[src/rtl/ddr3_traffic_gen.sv]
// Write/read-back traffic generator for one MCB user port: writes NUM_BURSTS
// address-tagged bursts, reads each one back and counts data mismatches.
module ddr3_traffic_gen #(
  parameter logic [29:0] BASE_ADDR  = 30'h0000000,
  parameter int          BURST_LEN  = 4,
  parameter int          NUM_BURSTS = 16
) (
  input  logic         c1_clk0,
  input  logic         c1_rst0,
  input  logic         calib_done,
  input  logic         start,
  output logic         p0_cmd_en,
  output logic [2:0]   p0_cmd_instr,
  output logic [5:0]   p0_cmd_bl,
  output logic [29:0]  p0_cmd_byte_addr,
  input  logic         p0_cmd_full,
  output logic         p0_wr_en,
  output logic [15:0]  p0_wr_mask,
  output logic [127:0] p0_wr_data,
  input  logic         p0_wr_full,
  input  logic [6:0]   p0_wr_count,
  output logic         p0_rd_en,
  input  logic [127:0] p0_rd_data,
  input  logic         p0_rd_empty,
  output logic         busy,
  output logic         done,
  output logic         error,
  output logic [15:0]  err_cnt
);

  typedef enum logic [2:0] {
    IDLE, WR_DATA, WR_CMD, WAIT_WR, RD_CMD, RD_DATA, DONE
  } state_t;

  localparam logic [5:0]  LAST_K      = 6'(BURST_LEN - 1);
  localparam logic [9:0]  LAST_B      = 10'(NUM_BURSTS - 1);
  localparam logic [29:0] BURST_BYTES = 30'(BURST_LEN * 16);

  state_t        r_state;
  state_t        w_next;
  logic [9:0]    r_b;
  logic [5:0]    r_k;
  logic [29:0]   r_addr;
  logic          r_done;
  logic          r_error;
  logic [15:0]   r_err_cnt;

  logic          w_busy;
  logic          w_calib_lost;
  logic          w_go;
  logic          w_last_k;
  logic [29:0]   w_word_addr;
  logic [31:0]   w_word_d;
  logic [127:0]  w_word;

  assign w_busy       = (r_state != IDLE) && (r_state != DONE);
  assign w_calib_lost = w_busy && !calib_done;
  assign w_go         = (r_state == IDLE) && start && calib_done;
  assign w_last_k     = (r_k == LAST_K);

  // Each word carries its own byte address plus the low burst-index bits,
  // so a misplaced or stale word is caught on read-back.
  assign w_word_addr = r_addr + {20'd0, r_k, 4'd0};
  assign w_word_d    = {r_b[1:0], w_word_addr};
  assign w_word      = {4{w_word_d}};

  assign busy       = w_busy;
  assign done       = r_done;
  assign error      = r_error;
  assign err_cnt    = r_err_cnt;
  assign p0_wr_mask = 16'h0000;

  always_ff @(posedge c1_clk0) begin
    if (c1_rst0) r_state <= IDLE;
    else         r_state <= w_next;
  end

  // NOTE: every output and w_next gets a default before the case, so no
  // path through this block leaves a signal unassigned and no latch appears.
  always_comb begin
    w_next           = r_state;
    p0_cmd_en        = 1'b0;
    p0_cmd_instr     = 3'b000;
    p0_cmd_bl        = 6'd0;
    p0_cmd_byte_addr = 30'd0;
    p0_wr_en         = 1'b0;
    p0_wr_data       = 128'd0;
    p0_rd_en         = 1'b0;
    case (r_state)
      IDLE: begin
        if (start && calib_done) w_next = WR_DATA;
      end
      WR_DATA: begin
        p0_wr_data = w_word;
        if (!p0_wr_full) begin
          p0_wr_en = 1'b1;
          if (w_last_k) w_next = WR_CMD;
        end
      end
      WR_CMD: begin
        p0_cmd_bl        = LAST_K;
        p0_cmd_byte_addr = r_addr;
        if (!p0_cmd_full) begin
          p0_cmd_en = 1'b1;
          w_next    = WAIT_WR;
        end
      end
      WAIT_WR: begin
        if (p0_wr_count == 7'd0) w_next = RD_CMD;
      end
      RD_CMD: begin
        p0_cmd_instr     = 3'b001;
        p0_cmd_bl        = LAST_K;
        p0_cmd_byte_addr = r_addr;
        if (!p0_cmd_full) begin
          p0_cmd_en = 1'b1;
          w_next    = RD_DATA;
        end
      end
      RD_DATA: begin
        if (!p0_rd_empty) begin
          p0_rd_en = 1'b1;
          if (w_last_k) w_next = (r_b == LAST_B) ? DONE : WR_DATA;
        end
      end
      DONE:    w_next = IDLE;
      default: w_next = IDLE;
    endcase
    if (w_calib_lost) w_next = IDLE;
    // An aborting cycle must not touch the MCB, even before the edge lands.
    if (w_calib_lost || c1_rst0) begin
      p0_cmd_en = 1'b0;
      p0_wr_en  = 1'b0;
      p0_rd_en  = 1'b0;
    end
  end

  // NOTE: sequential state is updated with non-blocking assignments so every
  // register samples pre-edge values regardless of statement order.
  always_ff @(posedge c1_clk0) begin
    if (c1_rst0) begin
      r_b       <= 10'd0;
      r_k       <= 6'd0;
      r_addr    <= 30'd0;
      r_done    <= 1'b0;
      r_error   <= 1'b0;
      r_err_cnt <= 16'd0;
    end else if (w_calib_lost) begin
      r_error <= 1'b1;
      r_done  <= 1'b0;
    end else begin
      if (w_go) begin
        r_b       <= 10'd0;
        r_k       <= 6'd0;
        r_addr    <= BASE_ADDR;
        r_done    <= 1'b0;
        r_error   <= 1'b0;
        r_err_cnt <= 16'd0;
      end
      if (p0_wr_en) r_k <= w_last_k ? 6'd0 : r_k + 6'd1;
      if (p0_cmd_en && (r_state == RD_CMD)) r_k <= 6'd0;
      if (p0_rd_en) begin
        if (p0_rd_data != w_word) begin
          r_error <= 1'b1;
          if (r_err_cnt != 16'hFFFF) r_err_cnt <= r_err_cnt + 16'd1;
        end
        if (w_last_k) begin
          r_k <= 6'd0;
          if (r_b != LAST_B) begin
            r_b    <= r_b + 10'd1;
            r_addr <= r_addr + BURST_BYTES;
          end else begin
            r_done <= 1'b1;
          end
        end else begin
          r_k <= r_k + 6'd1;
        end
      end
    end
  end

endmodule
[config.mk]
export PLATFORM = sky130hd
export DESIGN_NAME = ddr3_traffic_gen
export DESIGN_NICKNAME = d
export VERILOG_FILES = /design/src/rtl/ddr3_traffic_gen.sv
export SDC_FILE = /design/constraint.sdc
export NUM_CORES = 1
export LEC_CHECK = 0
export BUFFER_PORTS_ARGS = -buffer_cell sky130_fd_sc_hd__buf_4
export CAP_MARGIN = 20
export CORE_AREA = 2 2 136 138
export CTS_CLUSTER_SIZE = 28
export DETAILED_ROUTE_END_ITERATION = 8
export DIE_AREA = 0 0 138 140
export PLACE_DENSITY = 0.68
export SYNTH_ARGS = -nofsm -noshare
export SYNTH_HDL_FRONTEND = slang
export SYNTH_SLANG_ARGS = --single-unit
[constraint.sdc]
create_clock -name c1_clk0 -period 3.1 [get_ports c1_clk0]
set_input_delay 0.62 -clock c1_clk0 [delete_from_list [all_inputs] [get_ports c1_clk0]]
set_output_delay 0.62 -clock c1_clk0 [all_outputs]
set_load 0.03 [all_outputs]
==> flow_summary.toml <==
[outcome]
status = "finished, violations left"
failed_checks = "negative setup slack"

[routing]
drcViolationCount = 0
viasPerCell = 5.303
drt-total-wl_um = 25790
drtIter0Drc = 357
drt-pass1-iter-count = 5
vias = 7726
drtAntennaViolNets = 0
avgRoutedWirePerCell_um = 17.70

[yosys]
synth_cell_types = 72
synth_top_cell_area_share = 0.2050
avgSynthCellArea_um2 = 7.411
synth_edf_count = 0
post-synth-top-count-cell = "buf_4"
synth-seq-cells = 67
syn-cell-area_um2 = 6544
yosys_warnings = 0
synthTopCellsByArea = "dfxtp_1 20%, buf_4 14%, nor2_1 4.9%, and3_1 4.7%, xnor2_1 4.0%"
ys_top_cells_by_count = "120 x buf_4, 85 x nor2_1, 68 x nand2_1"
synth_top_area_cell = "dfxtp_1"
synth_ff_type = "dfxtp_1"
synthCells = 883
synth-async-reset-ratio = 0
ys_seq_area_frac = 0.2050

[grt]
grt_pass1_vias = 7329
grt_first_pass_wirelength_um = 39070
grt_max_degree = 32
grt.overflow.total = 0
antenna_found_initial = 0
grt.total_usage = 0.2484

[cts]
cts_root_buf = "clkbuf_16"
cts_made_buffers = 9
cts.sinks = 67
clock_tree.htree_level_count = 3
clock_latency_ns = 0.33
cts_tree = "done"
clockBufferDepth = 2
path_clk_slew_ns = 0.05

[timing]
slew_viol_final = 0
fin_crit_ns = 3.365
hold_viol = 0
worst_slack_ns = -0.2650
fin_crit_sh = 1.085
max_slew.worst_pin.slew_ns = 0.7881
rsz0062_at_grt = "yes"
worst_slew_margin_rel = 0.4698
setup_viol = 41
setup_tns_ns = -5.342
finClkSkew_ns = 0.003591
fmax_ghz = 0.2972

[final_layout]
post_route_cells_drive_above_1_share = 0.4935
final_cell_area_um2 = 10490
nNetsFinal = 1376
area_growth_pct = 60.32
diodes = 0

[power]
total_power_mw = 2.366
swShare = 0.3068
leakage_nw = 4.694
switching_power_uw = 725.7
p_per_area_nw_per_um2 = 225.5
clkPwrFrac = 0.385
seqPwrFrac = 0.371
peakVddDrop_uv = 303.4
power_frac_comb = 0.244
p_int_mw = 1.640

[critical_path]
cp.required_ns = 3.32
startpoint_type = "flop"
critPathKind = "reg -> reg"
end_kind = "flop"
cpPeakStageDelay_ns = 0.36
critPathMaxFanout = 3
crit_path_cell_trace = "ha_4, fa_2, buf_4, a21o_1, a21oi_2, xor2_2, mux2i_1, a211oi_1, nand4_1, nor4_4, nand4_4, buf_6, and3_1, mux2_2"
cp_slowest_cell = "fa_2"
rr_worst_depth = 14
cp.arrival_ns = 3.59

[die]
die_area_um2 = 19320
num_rows = 49
coreArea_um2 = 17780
start_util = 0.3681
io_pins = 347
dieWidth_um = 138
die_h_um = 140

[placement]
place_hpwl_um = 20340
io_buffers = 324
pre_cts_slack_ns = -0.5579
dpl_cell_area_um2 = 9382
gp_congestion = 0.8815

[run]
maxCapViolCount = 0

[hold_path]
hold_class = "reg -> reg"
hold_depth = 2
cell usage in the layout (no fill, tap or decap), types with 15 or more instances in the layout:
master   Yosys  layout
buf_4      120     413
nand2_1     68      68
nor2_1      85      64
dfxtp_1     67      54
buf_6        3      52
and3_1      49      47
a21oi_1     52      46
o21ai_0     44      42
nand4_1     30      30
nand3_1     30      27
mux2i_1     22      22
conb_1       1      22
and2_1      16      16
or3_1       17      16
nor3_1      17      16
xnor2_1     30      15
flip-flops by register name (all words and copies together) (netlist names):
| name | count |
|---|---|
| r_addr | 30 |
| err_cnt | 16 |
| r_b | 10 |
| r_k | 6 |
| r_state | 3 |
| done | 1 |
| error | 1 |
area by class of cell:
type | count | area, um2
Inverter | 11 | 41.29
Multi-Input combinational cell | 668 | 4835
Fill cell | 1623 | 7288
Clock inverter | 5 | 30.03
Timing Repair Buffer | 466 | 3706
Tap cell | 229 | 286.5
Sequential cell | 67 | 1360
Clock buffer | 11 | 232.7
metrics by stage:
step           hold WS, ns    util  instances
6_report            0.5004  0.5901       1457
4_1_cts             0.4954  0.5711       1451
3_3_place_gp        0.4789  0.5277       1426
2_1_floorplan       0.4579       -        904
3_5_place_dp        0.4855  0.5277       1426
5_1_grt             0.5374  0.5901       1457
critical path, delay by kind of cell, from the launching register on:
family	cells	cell delay, ns
AO/OA/AOI/OAI	3	0.60
buffers and inverters	2	0.33
multiplexers	2	0.38
XOR/XNOR	1	0.22
flip-flops	1	0.33
AND/OR/NAND/NOR	4	0.89
adder cells (fa/ha/maj)	2	0.52
per-layer routing:
metal	vias up	GRT usage	part of all wire
met2	276	0.4330	0.50
met5	-	0	0
li1	3738	-	-
met1	3663	0.3091	0.42
met4	0	0.08754	0.029
met3	49	0.04342	0.053
path summary, 6_finish.rpt:
| check | to | slack [ns] | startpoint |
|---|---|---|---|
| setup reg to reg | err_cnt[5]$_SDFFE_PP0N_ | -0.26 | r_k[0]$_SDFFE_PP0P_ |
| hold reg to reg | r_b[2]$_SDFFE_PP0N_ | 0.50 | r_b[2]$_SDFFE_PP0N_ |
| setup / recovery | err_cnt[5]$_SDFFE_PP0N_ | -0.26 | r_k[0]$_SDFFE_PP0P_ |
| hold / removal | r_b[2]$_SDFFE_PP0N_ | 0.50 | r_b[2]$_SDFFE_PP0N_ |
power by group through the flow:
stage               registers [mW]  logic (mW)  clock network, mW
floorplan                    0.901       0.277                  0
global placement             0.897       0.538                  0
detailed placement           0.897       0.544                  0
CTS                          0.879       0.562              0.926
global route                 0.878       0.621              0.962
finish                       0.878       0.578              0.910
logic make-up (layout without fill, tap and decap cells):
kind of cell / after synthesis / after routing / share of synthesized area
and+or+nand+nor: 407 / 407 / 0.3447
buffers and inverters: 169 / 493 / 0.1711
AOI/OAI and AO/OA: 157 / 157 / 0.1564
DFF: 67 / 67 / 0.2050
xor gates and xnor gates: 47 / 47 / 0.06291
muxes: 24 / 24 / 0.03709
adders and majority gates: 11 / 11 / 0.02218
other: 1 / 22 / 0.0005731
what timing repair did:
item                       CTS  global route
setup endpoints to repair   89            89
resized for setup           98            62
setup buffers               10             9
pin swaps                   46            23
hold buffers                 0             0
Note: power is estimated with default switching activity, not from simulation.
